## config.mk

```make
export PLATFORM = sky130hd
export DESIGN_NAME = int_ctrl
export DESIGN_NICKNAME = d
export VERILOG_FILES = /design/src/rtl/int_ctrl.sv
export SDC_FILE = /design/constraint.sdc
export NUM_CORES = 1
export LEC_CHECK = 0
export ABC_CLOCK_PERIOD_IN_PS = 3670
export CAP_MARGIN = 15
export CORE_ASPECT_RATIO = 1.2
export CORE_MARGIN = 2
export CORE_UTILIZATION = 24
export DETAILED_ROUTE_END_ITERATION = 16
export HOLD_SLACK_MARGIN = 0.08
export SYNTH_ARGS = -nofsm -noshare
export SYNTH_HDL_FRONTEND = slang
export SYNTH_SLANG_ARGS = --single-unit
```

## constraint.sdc

```tcl
create_clock -name clk -period 3.67 [get_ports clk]
set_input_delay 0.5505 -clock clk [delete_from_list [all_inputs] [get_ports clk]]
set_output_delay 0.5505 -clock clk [all_outputs]
set_load 0.01 [all_outputs]
```

## src/rtl/int_ctrl.sv

```systemverilog
// Wishbone-slave interrupt controller: synchronises device requests, latches them per
// edge/level mode, masks them and presents a registered INT plus priority-encoded CAUSE.
module int_ctrl #(
  parameter int N_SRC    = 6,
  parameter bit PRIO_LOW = 1'b1
) (
  input  logic             clk,
  input  logic             rst,
  input  logic [N_SRC-1:0] irq_in,
  input  logic             STB,
  input  logic             WE,
  input  logic [31:0]      ADDR,
  input  logic [31:0]      DAT_I,
  output logic [31:0]      DAT_O,
  output logic             ACK,
  output logic             INT,
  output logic [31:0]      CAUSE
);

  typedef enum logic [1:0] {
    S_IDLE,
    S_ACCESS,
    S_WAIT
  } state_t;

  state_t state;

  logic [N_SRC-1:0] sync1;
  logic [N_SRC-1:0] s;
  logic [N_SRC-1:0] prev;
  logic [N_SRC-1:0] pending;
  logic [N_SRC-1:0] mask;
  logic [N_SRC-1:0] edge_mode;

  logic [N_SRC-1:0] active;
  logic [N_SRC-1:0] set_vec;
  logic [N_SRC-1:0] clr_vec;
  logic [N_SRC-1:0] clr_eff;
  logic [N_SRC-1:0] win_onehot;
  logic [4:0]       win_idx;
  logic             any_active;
  logic [31:0]      rdata;
  logic             unused_bits;

  assign active      = pending & mask;
  assign set_vec     = s & ~prev;
  assign clr_eff     = (state == S_ACCESS) ? clr_vec : '0;
  assign unused_bits = ^{ADDR[31:4], ADDR[1:0], DAT_I};

  // Priority encoder: the last match in the scan order is the winner.
  always_comb begin
    win_idx    = '0;
    win_onehot = '0;
    any_active = 1'b0;
    if (PRIO_LOW) begin
      for (int i = N_SRC - 1; i >= 0; i--) begin
        if (active[i]) begin
          win_idx         = 5'(i);
          win_onehot      = '0;
          win_onehot[i]   = 1'b1;
          any_active      = 1'b1;
        end
      end
    end else begin
      for (int i = 0; i < N_SRC; i++) begin
        if (active[i]) begin
          win_idx         = 5'(i);
          win_onehot      = '0;
          win_onehot[i]   = 1'b1;
          any_active      = 1'b1;
        end
      end
    end
  end

  // Read mux and clear requests; clears only take effect in the ACCESS cycle.
  always_comb begin
    rdata   = '0;
    clr_vec = '0;
    case (ADDR[3:2])
      2'd0: begin
        rdata = 32'(pending);
        if (WE) clr_vec = DAT_I[N_SRC-1:0] & edge_mode;
      end
      2'd1: rdata = 32'(mask);
      2'd2: rdata = 32'(edge_mode);
      default: begin
        if (!WE) begin
          if (any_active) begin
            rdata   = 32'(win_idx);
            clr_vec = win_onehot & edge_mode;
          end else begin
            rdata = 32'hFFFF_FFFF;
          end
        end
      end
    endcase
  end

  always_ff @(posedge clk) begin
    if (rst) begin
      state     <= S_IDLE;
      sync1     <= '0;
      s         <= '0;
      prev      <= '0;
      pending   <= '0;
      mask      <= '0;
      edge_mode <= '1;
      ACK       <= 1'b0;
      DAT_O     <= '0;
      INT       <= 1'b0;
      CAUSE     <= '0;
    end else begin
      sync1 <= irq_in;
      s     <= sync1;
      prev  <= s;
      // A new edge overrides a same-cycle clear.
      pending <= (edge_mode & ((pending & ~clr_eff) | set_vec)) | (~edge_mode & s);
      INT     <= any_active;
      CAUSE   <= any_active ? 32'(win_idx) : '0;

      case (state)
        S_IDLE: begin
          ACK   <= 1'b0;
          DAT_O <= '0;
          if (STB) state <= S_ACCESS;
        end
        S_ACCESS: begin
          ACK   <= 1'b1;
          DAT_O <= WE ? 32'h0 : rdata;
          if (WE) begin
            case (ADDR[3:2])
              2'd1:    mask      <= DAT_I[N_SRC-1:0];
              2'd2:    edge_mode <= DAT_I[N_SRC-1:0];
              default: ;
            endcase
          end
          state <= S_WAIT;
        end
        S_WAIT: begin
          ACK   <= 1'b0;
          DAT_O <= '0;
          if (!STB) state <= S_IDLE;
        end
        default: begin
          ACK   <= 1'b0;
          DAT_O <= '0;
          state <= S_IDLE;
        end
      endcase
    end
  end

endmodule

```

Word level (Yosys, flattened, before mapping)

Index checks and enable logic that the tools add are counted.

Equality and inequality tests: 6
Mux-type cells: 29
Bitwise gates (word level): 14
Reduce and logical (&&, ||, !) cells: 8

Operator list:

| cell                                                            | count |
|---|---|
| 32-bit case mux with 3 select lines                             | 1 |
| 6-bit two-way mux                                               | 10 |
| 6-bit AND                                                       | 7 |
| 32-bit two-way mux                                              | 1 |
| 5-bit two-way mux                                               | 5 |
| 6-bit inverter                                                  | 3 |
| 6-bit bitwise OR                                                | 2 |
| 6-bit case mux with 2 select lines                              | 1 |
| 1-bit two-way mux                                               | 7 |
| 2-bit case mux with 3 select lines                              | 1 |
| 3-bit AND reduction                                             | 2 |
| 2-bit by 1-bit == test with 1-bit output, second input constant | 2 |
| 2-bit == test, second input constant                            | 2 |
| 2-bit logical NOT                                               | 2 |
| 2-bit two-way mux                                               | 2 |
| 2-bit != test, second input constant                            | 2 |
| 2-bit OR reduction                                              | 2 |
| 3-bit two-way mux                                               | 1 |
| 3-bit OR reduction                                              | 1 |
| 1-bit inverter                                                  | 2 |
| 2-bit AND reduction                                             | 1 |

Bits in registers: 104
Bits of input ports: 74
Output and inout port bits: 66
Word-level logic and storage cells: 69

Depth between registers and ports, before layout

Depth after elaboration: 17
Mapped depth: 5
Gate-level depth less buffers: 4

Least setup slack after synthesis

OpenSTA, ideal clock, no wires.

Path type: input to register
From: input port rst
To: register CAUSE[1]
Setup time: 0.128 ns
Arrival time: 1.457 ns
Required time: 3.542 ns
Setup slack: 2.085 ns
Stages on the path: 4
Buffers on the path: 3
Cell sequence: clkbuf_1 -> clkbuf_1 -> buf_1 -> nor2_1

Cells in the longest elaborated chain, start to end: 1

Ends and longest elaborated chain:

| what                                | RTL line | RTL |
|---|---|---|
| start: declaration                  | 8        | `input logic rst,` |
| 2-bit OR reduction (no source line) | -        |  |
| end signal: assignment              | 120      | `CAUSE <= any_active ? 32'(win_idx) : '0;` |
| end: declaration                    | 17       | `output logic [31:0] CAUSE` |

Every way passes these cells.
A chain may end at the register's enable or synchronous reset.

==> implementation parameters <==
Parameter                              Value

Floorplanning
  Effective utilization at floorplan    24.62%
  Num rows    39
  Number of ports placed on the die boundary    140
  Area of the core    9467 um^2
  Die Outline Area    10520 um^2
  Die X    93.97 um
  Die Height    112.0 um

Clock network
  Number of H-tree levels    2
  Number of clock buffers inserted by TritonCTS    5
  Clock Sink Count    50
  Clock Pin Slew Worst Setup and Hold Paths    0.06 ns
  Hold buffer count at cts    0
  Setup repair bufs after CTS    0
  TritonCTS clock tree    done
  Number of gates resized after CTS    0
  Clock insertion delay at the later pin of the skew report    0.29 ns
  Buffer type at the clock tree root    sky130_fd_sc_hd__clkbuf_16
  Buffer levels on the longest clock path    2

Setup path
  Worst EP arrival    1.70 ns
  Crit path launch type    flop
  Buffers plus inverters on the worst setup path    1
  Crit path max fanout    26
  Ordered cell list for the critical path    clkdlybuf4s50_1
  Kind of cell adding the most delay to the critical path    flip-flops
  Critical path capture point type    primary output
  Required time worst endpoint    3.12 ns
  Class of the most critical setup path    reg2out
  Cell with the largest stage delay on the worst path    sky130_fd_sc_hd__dfxtp_1
  Delay of the slowest critical-path stage    0.75 ns

Global routing
  Number of antenna violations at the first check in global routing    0
  GRT Resource Usage Total    8.546%
  Global-route wire length before repair    6996 um
  Sum of overflow across all layers after global routing    0
  Maximum number of pins on one net before global-route repair    27
  Via count of the first global-routing pass    1400

Synthesis
  Compound-cell area share of the yosys netlist    9.984%
  Main combinational cell family by area after synthesis    buffers and inverters
  Synth area leader    sky130_fd_sc_hd__dfxtp_1
  Fraction of the yosys area taken by sequential cells    42.94%
  FF+latch count, synth    50
  Gate Count Post-Synth    243
  Area share of xor/xnor cells in the synthesized design    0%
  Proportion of register bits with asynchronous set or reset after synthesis    0%
  Yosys warning count    0
  Ranking of synthesized cells by area    sky130_fd_sc_hd__dfxtp_1 43%, sky130_fd_sc_hd__buf_4 17%, sky130_fd_sc_hd__nor2b_1 6.4%
  Adder-Cell Fraction of Synth Area    0%
  Number of different library cells in the post-synthesis netlist    43
  Portion of synthesized cell area occupied by the leading cell type    42.94%
  Post-synthesis instance area    2331 um^2
  Multiplexer share of the synthesized area    8.588%
  Average cell area after synthesis    9.593 um^2
  Top_reg_cell synth    sky130_fd_sc_hd__dfxtp_1
  EDFF count, synth    0
  Simple-gate share of the synthesized area    18.89%

Place
  DPL Wire Length    3472 um
  Port bufs    54
  Final Wtd Congestion    0.7579

Routing
  Total via count after detailed routing    1621
  Wire length reported by the detailed router    4424 um
  Number of nets still failing antenna checks after routing    0
  DRC marker count from the first detailed-route iteration    88
  # DRC    0
  First drt pass iteration count    4
  DR vias/cell    4.083
  WL/cell    11.14 um

Timing
  Summed negative setup slack over all endpoints    0 ns
  Least-Margin Pin Slew    0.6654 ns
  Final number of max-transition violations    0
  Clk_skew    0.006903 ns
  Max Clock Freq    0.4437 GHz
  Post-route clock period utilization    61.40%
  Slew margin rel.    55.58%
  Final-report setup violation count    0
  Final-report hold violation count    0
  Minimum clock period    2.254 ns
  RSZ-0062 raised after global routing    no

Worst hold path
  Worst min-delay path category    reg2reg

Finish
  Layout cell share with drive strength beyond 1    4.745%
  Antenna fix cells    0
  Relative area change from synthesis to final layout    23.13%
  Number of nets in the finished design    347
  Fraction of the core area covered by cells at the end of the flow    30.32%

Power
  Worst VDD drop    0.1803 mV
  Static leakage power    1.099 nW
  Pwr per Cell Area    411.9 nW/um^2

Run
  Count of maximum capacitance violations    0

Outcome
  Outcome    complete, no violations
logic make-up (layout without fill, tap and decap cells):
family | count (synthesis) | in the layout
simple gates | 83 | 83
buf+inv | 64 | 67
flops | 50 | 50
compound gates | 30 | 30
mux | 15 | 15
other cells | 1 | 29
stage by stage:
stage / area, um^2 / setup WS, ns / instances / power (mW) / hold WS (ns)
after floorplan: 2436 / 2.085 / 271 / 0.6612 / 0.4138
after global routing: 2870 / 1.292 / 397 / 1.230 / 0.4596
after detailed placement: 2704 / 1.190 / 389 / 0.6765 / 0.4204
final: 2870 / 1.416 / 397 / 1.182 / 0.4340
after CTS: 2870 / 1.362 / 397 / 1.198 / 0.4361
after global placement: 2704 / 1.210 / 389 / 0.6741 / 0.4201
synth_stat cells, types with 3 or more instances:
cell type / count
sky130_fd_sc_hd__buf_4: 54
sky130_fd_sc_hd__dfxtp_1: 50
sky130_fd_sc_hd__nand2_1: 25
sky130_fd_sc_hd__nor2b_1: 24
sky130_fd_sc_hd__nor2_1: 13
sky130_fd_sc_hd__mux2i_1: 11
sky130_fd_sc_hd__a211oi_1: 6
sky130_fd_sc_hd__a21oi_1: 4
sky130_fd_sc_hd__a22o_1: 4
sky130_fd_sc_hd__clkbuf_1: 3
sky130_fd_sc_hd__mux4_1: 3
sky130_fd_sc_hd__nand2b_1: 3
sky130_fd_sc_hd__nor3_1: 3
final timing paths:
kind         slack, ns        end  cells past startpoint  startpoint
min               0.43       s[1]                      1    sync1[1]
max               1.42  DAT_O[31]                      1   DAT_O[30]
min reg2reg       0.43       s[1]                      1    sync1[1]
max reg2reg       2.13   DAT_O[3]                      4     mask[2]
routing by layer:
metal | routed length [um] | GRT usage, %
met1 | 1829 | 10.13
met4 | 79 | 3.478
met3 | 409 | 3.045
met2 | 2105 | 13.95
met5 | 0 | 0
sequential cells by signal (all words and copies together), names as in the netlist, 2 cells and up:
name       flops
CAUSE          3
DAT_O          7
edge_mode      6
mask           6
pending        6
prev           6
s              6
state          2
sync1          6
final cells by class:
class | count | area (um^2)
flip-flops and latches | 50 | 1001
multi-input cells | 157 | 982.2
clock inverters | 2 | 37.54
well taps | 123 | 153.9
fillers | 994 | 6596
clock buffers | 6 | 128.9
repair buffers | 56 | 555.5
inverters | 3 | 11.26
where the power goes:
part,internal (mW),total (mW),switching [mW]
clock,0.322,0.518,0.197
sequential,0.559,0.569,0.0104
combinational,0.0445,0.0946,0.0500
total,0.925,1.18,0.257
layout by cell type, fill, tap and decap left out, types with 2 or more instances in the layout:
master | synthesis | layout
sky130_fd_sc_hd__buf_4 | 54 | 2
sky130_fd_sc_hd__and2_1 | 2 | 2
sky130_fd_sc_hd__inv_1 | 2 | 2
sky130_fd_sc_hd__a22o_1 | 4 | 4
sky130_fd_sc_hd__o211ai_1 | 2 | 2
sky130_fd_sc_hd__a22oi_2 | 2 | 2
sky130_fd_sc_hd__a31oi_1 | 2 | 2
sky130_fd_sc_hd__nor2_1 | 13 | 13
sky130_fd_sc_hd__nor3b_1 | 2 | 2
sky130_fd_sc_hd__a21oi_1 | 4 | 4
sky130_fd_sc_hd__and3_1 | 2 | 2
sky130_fd_sc_hd__a211oi_1 | 6 | 6
sky130_fd_sc_hd__dfxtp_1 | 50 | 50
sky130_fd_sc_hd__conb_1 | 1 | 29
sky130_fd_sc_hd__nor2b_1 | 24 | 24
sky130_fd_sc_hd__mux2i_1 | 11 | 11
sky130_fd_sc_hd__nand2_1 | 25 | 25
sky130_fd_sc_hd__nor3_1 | 3 | 3
sky130_fd_sc_hd__clkdlybuf4s50_1 | 0 | 54
sky130_fd_sc_hd__clkbuf_16 | 0 | 5
sky130_fd_sc_hd__a32oi_1 | 2 | 2
sky130_fd_sc_hd__nand2b_1 | 3 | 3
sky130_fd_sc_hd__nand4_1 | 2 | 2
sky130_fd_sc_hd__mux4_1 | 3 | 3
(Power assumes the default switching activity.)
